**src/rtl/nsa_pkg.sv**
```systemverilog
// Shared types and constants for the nibble-serial adder.
package nsa_pkg;

   typedef enum logic [1:0] {IDLE, RUN, DONE} nsa_state_t;

   localparam int unsigned NIBBLE = 4;

   function automatic int unsigned nibbles(int unsigned width);
      return width / NIBBLE;
   endfunction

endpackage

```
**src/rtl/nibble_add4.sv**
```systemverilog
// Combinational 4-bit ripple adder slice built from 1-bit full adders.
// c3 is the carry into bit 3, exposed for signed-overflow detection.
module nibble_add4 (
   input  logic [3:0] a,
   input  logic [3:0] b,
   input  logic       ci,
   output logic [3:0] s,
   output logic       co,
   output logic       c3
);

   logic [4:0] c;

   assign c[0] = ci;

   for (genvar i = 0; i < 4; i++) begin : g_fa
      assign s[i]   = a[i] ^ b[i] ^ c[i];
      assign c[i+1] = (a[i] & b[i]) | (c[i] & (a[i] ^ b[i]));
   end

   assign co = c[4];
   assign c3 = c[3];

endmodule

```
**src/rtl/nibble_serial_adder.sv**
```systemverilog
// Multi-cycle WIDTH-bit adder that sums one nibble per clock through a single 4-bit slice.
// Optional macro NSA_OVERFLOW_EN adds the registered signed-overflow output ovf.
module nibble_serial_adder
   import nsa_pkg::*;
#(
   parameter int unsigned WIDTH = 16
) (
   input  logic             clk,
   input  logic             rst,
   input  logic             in_valid,
   output logic             in_ready,
   input  logic [WIDTH-1:0] a,
   input  logic [WIDTH-1:0] b,
   input  logic             cin,
   output logic             out_valid,
   input  logic             out_ready,
   output logic [WIDTH-1:0] sum,
   output logic             cout,
   output logic             busy
`ifdef NSA_OVERFLOW_EN
   ,
   output logic             ovf
`endif
);

   localparam int unsigned N     = nibbles(WIDTH);
   localparam int unsigned IDX_W = (N > 1) ? $clog2(N) : 1;
   localparam logic [IDX_W-1:0] LAST = IDX_W'(N - 1);

   nsa_state_t       state;
   logic [IDX_W-1:0] idx;
   logic             carry;
   logic [WIDTH-1:0] a_q;
   logic [WIDTH-1:0] b_q;

   logic [3:0] a_nib;
   logic [3:0] b_nib;
   logic [3:0] s_nib;
   logic       co;
   logic       c3;

   assign a_nib = a_q[idx*NIBBLE +: NIBBLE];
   assign b_nib = b_q[idx*NIBBLE +: NIBBLE];

   nibble_add4 u_slice (
      .a  (a_nib),
      .b  (b_nib),
      .ci (carry),
      .s  (s_nib),
      .co (co),
      .c3 (c3)
   );

   // in_ready is gated by rst so it reads 0 throughout reset, not just after it.
   assign in_ready  = (state == IDLE) && !rst;
   assign out_valid = (state == DONE);
   assign busy      = (state != IDLE);

`ifndef NSA_OVERFLOW_EN
   logic unused_c3;
   assign unused_c3 = c3;
`endif

   always_ff @(posedge clk or posedge rst) begin
      if (rst) begin
         state <= IDLE;
         idx   <= '0;
         carry <= 1'b0;
         a_q   <= '0;
         b_q   <= '0;
         sum   <= '0;
         cout  <= 1'b0;
`ifdef NSA_OVERFLOW_EN
         ovf   <= 1'b0;
`endif
      end else begin
         unique case (state)
            IDLE: begin
               if (in_valid) begin
                  a_q   <= a;
                  b_q   <= b;
                  carry <= cin;
                  idx   <= '0;
                  state <= RUN;
               end
            end
            RUN: begin
               sum[idx*NIBBLE +: NIBBLE] <= s_nib;
               carry <= co;
               idx   <= idx + IDX_W'(1);
               if (idx == LAST) begin
                  cout  <= co;
`ifdef NSA_OVERFLOW_EN
                  ovf   <= c3 ^ co;
`endif
                  state <= DONE;
               end
            end
            DONE: begin
               if (out_ready) state <= IDLE;
            end
            default: state <= IDLE;
         endcase
      end
   end

endmodule

```
**config.mk**
```make
export PLATFORM = sky130hd
export DESIGN_NAME = nibble_serial_adder
export DESIGN_NICKNAME = d
export VERILOG_FILES = /design/src/rtl/nsa_pkg.sv /design/src/rtl/nibble_add4.sv /design/src/rtl/nibble_serial_adder.sv
export SDC_FILE = /design/constraint.sdc
export NUM_CORES = 1
export LEC_CHECK = 0
export ABC_AREA = 1
export ABC_CLOCK_PERIOD_IN_PS = 2980
export CAP_MARGIN = 20
export CORE_MARGIN = 2
export CORE_UTILIZATION = 32
export DETAILED_ROUTE_END_ITERATION = 10
export PLACE_DENSITY = 0.56
export REMOVE_ABC_BUFFERS = 1
export SYNTH_ARGS = -nofsm -noshare
export SYNTH_HDL_FRONTEND = slang
export SYNTH_SLANG_ARGS = --single-unit
```
**constraint.sdc**
```tcl
create_clock -name clk -period 2.98 [get_ports clk]
set_input_delay 0.894 -clock clk [delete_from_list [all_inputs] [get_ports clk]]
set_output_delay 0.894 -clock clk [all_outputs]
set_load 0.1 [all_outputs]
```
==> Yosys cells after proc, flatten, opt, wreduce, memory -nomap -nowiden <==
Index checks and enable logic that the tools add are counted.
{ "classes": {"reduce_logical": 9, "n_bitwise": 20, "n_eq_ne": 6, "n_mux": 9, "addsub": 2, "shifts": 4} }
{ "op_table": {"columns": ["cell", "count"], "rows": [
  ["4-bit negator with 34-bit output", 1],
  ["4-bit by 34-bit variable shift with 16-bit output (first input constant)", 1],
  ["4-bit by 34-bit variable part select with 16-bit output", 1],
  ["16-bit by 5-bit variable part select with 4-bit output", 2],
  ["16-bit bitwise mux", 1],
  ["1-bit bitwise AND", 8],
  ["2-bit two-way mux", 4],
  ["1-bit bitwise XOR", 8],
  ["2-bit one-hot mux with 3 select lines", 1],
  ["2-bit AND reduction", 3],
  ["2-bit == test (second input constant)", 2],
  ["2-bit inequality test (second input constant)", 2],
  ["1-bit bitwise OR", 4],
  ["2-bit one-hot mux with 2 select lines", 1],
  ["2-bit nonzero test", 2],
  ["3-bit AND reduction", 1],
  ["2-bit by 1-bit adder with 2-bit output (second input constant)", 1],
  ["2-bit by 1-bit == test with 1-bit output (second input constant)", 1],
  ["2-bit logical NOT", 1],
  ["2-bit by 1-bit inequality test with 1-bit output (second input constant)", 1],
  ["1-bit one-hot mux with 2 select lines", 1],
  ["1-bit logical AND", 1],
  ["1-bit logical NOT", 1],
  ["1-bit two-way mux", 1]
]} }
{ "word_totals": {"elab_cells": 57, "output_inout_bits": 20, "ff_bits": 54, "inputBits": 37} }

==> Longest topological paths before layout <==
{ "depth": {"word_depth": 11, "ltp_mapped": 14} }

==> Hierarchy <==
A second synthesis with hierarchy kept.
{ "unflattened": {"hier_cells": 338, "area_unflattened_um2": 2741.4} }
{ "by_module_without_submodules": {"columns": ["mod", "instances", "cells_per_inst", "area_each_um2"], "rows": [
  ["nibble_serial_adder", 1, 326, 2631.3],
  ["nibble_add4", 1, 12, 110.1]
]} }

==> Least setup slack after synthesis <==
Ideal clock, no wire load.
{ "synth_timing": {"path_type": "reg-to-output", "start": "reg state[0]", "end": "out in_ready", "t_arrival_ps": 2437, "path_stages_with_launch": 5, "slack_ps": -351, "path_buffers": 1, "cell_sequence": "dfrtp_1 -> buf_6 -> nor2_8 -> inv_1 -> nor2_1"} }
{ "synth_via": {"elab_chain_cells": 2} }
{ "synth_lines": {"columns": ["element", "line_no", "text"], "rows": [
  ["start, declared", "nibble_serial_adder.sv:30", "nsa_state_t state;"],
  ["start signal, assigned", "nibble_serial_adder.sv:66", "state <= IDLE;"],
  ["start signal, assigned", "nibble_serial_adder.sv:84", "state <= RUN;"],
  ["start signal, assigned", "nibble_serial_adder.sv:96", "state <= DONE;"],
  ["2-bit logical NOT", "nibble_serial_adder.sv:55", "assign in_ready = (state == IDLE) && !rst;"],
  ["1-bit logical AND", "nibble_serial_adder.sv:55", null],
  ["end, declared", "nibble_serial_adder.sv:11", "output logic in_ready,"]
]} }
Every way passes these cells.

==> Worst setup path after layout <==
{ "layout_timing": {"start": "reg idx[1]", "end": "reg sum[11]"} }
{ "layout_via": {"elab_chain_cells": 11, "elab_cells_between_ends": 23} }
{ "layout_lines": {"columns": ["element", "line_no", "text"], "rows": [
  ["start, declared", "nibble_serial_adder.sv:31", "logic [IDX_W-1:0] idx;"],
  ["start signal, assigned", "nibble_serial_adder.sv:90", "idx <= idx + IDX_W'(1);"],
  ["16-bit by 5-bit variable part select with 4-bit output, on equally long branches", "nibble_serial_adder.sv:42, nibble_serial_adder.sv:43", null],
  ["1-bit bitwise XOR", "nibble_add4.sv:17, nibble_add4.sv:18", null],
  ["1-bit bitwise AND", "nibble_add4.sv:18", "assign c[i+1] = (a[i] & b[i]) | (c[i] & (a[i] ^ b[i]));"],
  ["1-bit bitwise OR", "nibble_add4.sv:18", null],
  ["1-bit bitwise AND", "nibble_add4.sv:18", null],
  ["1-bit bitwise OR", "nibble_add4.sv:18", null],
  ["1-bit bitwise AND", "nibble_add4.sv:18", null],
  ["1-bit bitwise OR", "nibble_add4.sv:18", null],
  ["1-bit bitwise XOR", "nibble_add4.sv:17", "assign s[i] = a[i] ^ b[i] ^ c[i];"],
  ["4-bit by 34-bit variable part select with 16-bit output", "nibble_serial_adder.sv:88", "sum[idx*NIBBLE +: NIBBLE] <= s_nib;"],
  ["16-bit bitwise mux (*)", "nibble_serial_adder.sv:88", null],
  ["end signal, assigned by index", "nibble_serial_adder.sv:88", null],
  ["end, declared", "nibble_serial_adder.sv:17", "output logic [WIDTH-1:0] sum,"]
]} }
Mark *: on every way between the ends. The rest lies on a longest branch, timed or not.
A chain may end at the register's enable or synchronous reset.

==> impl_metrics.yaml <==
setup_path:
  endpoint_kind: "flip-flop"
  cp_slowest_cell: "dfrtp_1"
  cp_max_fo: 9
  crit_path_max_incr_delay_ns: 0.53
  worstSetupStartpointType: "flip-flop"
  regToRegStartpoint: "idx[1]$_DFFE_PP0P_"
  path_cells: "inv_1 -> nand3_1 -> nand2_1 -> fa_1 -> fa_1 -> inv_1 -> fa_1 -> fa_1 -> nand2_1 -> inv_1 -> nand3_1 -> nand2_1"
  worst_path_most_repeated_cell: "fa_1"
  path_class: "reg2reg"
  cp-startpoint: "idx[1]$_DFFE_PP0P_"
  crit_family: "adder cells"
  critPathBufInv: 3
  reg2reg_slack_ns: 0.27
  reg2reg_depth: 12
  arrival_ns: 2.91
  crit_required_ns: 3.18
  path_depth: 12
  reg2reg_to: "sum[11]$_DFFE_PP0P_"
  endpoint: "sum[11]$_DFFE_PP0P_"
clock_network:
  h-tree-depth: 2
  cts_setup_buffers: 0
  clk_latency_ns: 0.31
  post_cts_resize_count: 0
  cts_tree: "done"
  clkSinkCount: 54
  clk_pin_slew_worst_paths_ns: 0.10
  cts_max_path_buffers: 2
  root_buffer: "clkbuf_8"
  numCtsBuffers: 5
  ctsHoldBuffers: 0
yosys:
  ys_warn_count: 0
  synth-seq-cells: 54
  netlist_area_um2: 2763
  yosysSeqAreaShare_pct: 48.91
  synth_cells: 336
  ys_types: 22
  syn_avg_cell_area_um2: 8.222
die:
  core_um2: 8299
  pin_count: 57
  rows: 33
  start_util_pct: 33.29
  die_h_um: 96.92
  die_x_um: 96.92
  design.die.area_um2: 9393
timing:
  relSlewSlack_pct: 62.30
  period_needed_ns: 2.709
  hold_viol: 0
  finalMaxSlewViolations: 0
  setup-violations-final: 0
  tightestPinTransition_ns: 0.5637
  fmax_mhz: 369.2
  skew_ns: 0.005254
  rsz0062_at_grt: "no"
  post-route-period-util_pct: 90.90
routing:
  wl_um: 6346
  num_vias: 2289
  antenna_left: 0
  top_layer_used: "met4"
  viasPerCell: 4.634
  drcViolationCount: 0
  routed-wl-met3_um: 272
  avgRoutedWirePerCell_um: 12.85
  drt-pass1-iter-count: 5
  wl_met1_um: 3139
  drt_iter0_drc: 113
  wl_met2_um: 2871
power:
  powerDensity_nw_per_um2: 1259
  p_leak_nw: 1.795
  ir_drop_uv: 487.5
hold_path:
  min_path_type: "reg2reg"
  min_path_cells: 2
place:
  place_inst: 486
  io_buffers: 56
  gp_congestion: 0.8014
  dp_hpwl_um: 4594
grt:
  grt_pass1_wl_um: 11010
  grt.overflow.total: 0
  antenna_found_initial: 0
  grt_max_degree: 55
  track_usage_pct: 14.30
  grt_pass1_vias: 2300
cells_and_area:
  post-route-util_pct: 42.14
  syn_to_final_growth_pct: 26.58
  final-instance-count-excl-fill: 494
  drive_gt1_share_pct: 12.34
  num_antenna_cells: 0
  fin_nets: 435
run_status:
  outcome: "finished, final reports clean"
flow_run:
  cap_violations: 0
[cells in the final DEF (no fill, tap or decap), types with 2 or more instances in the layout]
cell / synthesis / final
nand2_4: 4 / 4
inv_2: 2 / 3
buf_4: 4 / 24
o21ai_0: 11 / 11
fa_1: 4 / 4
inv_1: 17 / 16
dfrtp_1: 54 / 54
clkdlybuf4s50_1: 0 / 36
nor2_1: 21 / 21
nand3_1: 55 / 55
nand3_2: 2 / 2
o211ai_1: 4 / 4
ha_1: 6 / 6
clkbuf_8: 0 / 6
nor2_2: 2 / 2
nand4_1: 2 / 2
buf_12: 0 / 2
nand2_1: 128 / 128
o21ai_1: 3 / 3
bufinv_16: 0 / 2
[state kept, by name, summed over array words and instances, names as in the netlist]
name,flops
b_q,16
state,2
carry,1
sum,16
cout,1
idx,2
a_q,16
[report_power, final]
part | switching, mW | internal (mW)
sequential | 0.213 | 1.04
combinational | 1.79 | 0.762
clock | 0.245 | 0.358
[cell families after synthesis]
group,after synthesis,synth area share [%]
adders and majority gates,10,5.616
DFF,54,48.91
AOI/OAI and AO/OA,19,3.895
and+or+nand+nor,216,34.42
buffers and inverters,37,7.156
[routing by layer]
layer / GRT usage (%) / vias up
met4: 3.250 / 0
met2: 23.77 / 55
li1: - / 1170
met5: 0 / -
met1: 19.15 / 1060
met3: 3.179 / 4
[per-stage QoR]
stage	setup slack (ns)	power, mW	hold WS [ns]	cell area [um2]	setup TNS, ns
2_1_floorplan	-0.6484	3.134	0.4367	2643	-0.6484
3_3_place_gp	0.3596	3.794	0.4543	3354	0
3_5_place_dp	0.3012	3.844	0.4584	3354	0
4_1_cts	0.2812	4.450	0.4817	3497	0
5_1_grt	0.06849	4.796	0.5084	3497	0
6_report	0.2711	4.405	0.4772	3497	0
[tightest hold or removal path, cell delays in order, from the launching register on]
cell and delay, ns:
dfrtp_1 0.35, nand2_1 0.05, nand2_1 0.04
[cells in the mapped netlist]
| cell type | n | share of area [%] |
|---|---|---|
| buf_2 | 9 | 1.6 |
| buf_4 | 4 | 1.1 |
| buf_6 | 4 | 1.6 |
| dfrtp_1 | 54 | 49 |
| fa_1 | 4 | 2.9 |
| ha_1 | 6 | 2.7 |
| inv_1 | 17 | 2.3 |
| inv_2 | 2 | 0.27 |
| inv_4 | 1 | 0.23 |
| nand2_1 | 128 | 17 |
| nand2_2 | 1 | 0.23 |
| nand2_4 | 4 | 1.6 |
| nand3_1 | 55 | 10 |
| nand3_2 | 2 | 0.72 |
| nand4_1 | 2 | 0.45 |
| nor2_1 | 21 | 2.9 |
| nor2_2 | 2 | 0.45 |
| nor2_8 | 1 | 0.72 |
| o211ai_1 | 4 | 1.1 |
| o21ai_0 | 11 | 2.0 |
| o21ai_1 | 3 | 0.54 |
| o31ai_1 | 1 | 0.27 |
[area by class of cell]
class	count	area [um2]
Timing Repair Buffer	62	580.6
Clock inverter	2	60.06
Tap cell	105	131.4
Clock buffer	6	82.58
Multi-Input combinational cell	245	1214
Fill cell	842	4802
Inverter	20	77.57
Sequential cell	54	1351
[worst min path at each step]
| stage | start | end |
|---|---|---|
| 5_1_grt | a_q[6]$_DFFE_PP0P_ | a_q[6]$_DFFE_PP0P_ |
| 3_5_place_dp | a_q[2]$_DFFE_PP0P_ | a_q[2]$_DFFE_PP0P_ |
| 3_3_place_gp | a_q[1]$_DFFE_PP0P_ | a_q[1]$_DFFE_PP0P_ |
| 6_report | b_q[1]$_DFFE_PP0P_ | b_q[1]$_DFFE_PP0P_ |
| 2_1_floorplan | b_q[15]$_DFFE_PP0P_ | b_q[15]$_DFFE_PP0P_ |
| 4_1_cts | a_q[2]$_DFFE_PP0P_ | a_q[2]$_DFFE_PP0P_ |
No activity file was read; power rests on OpenSTA's default activity.
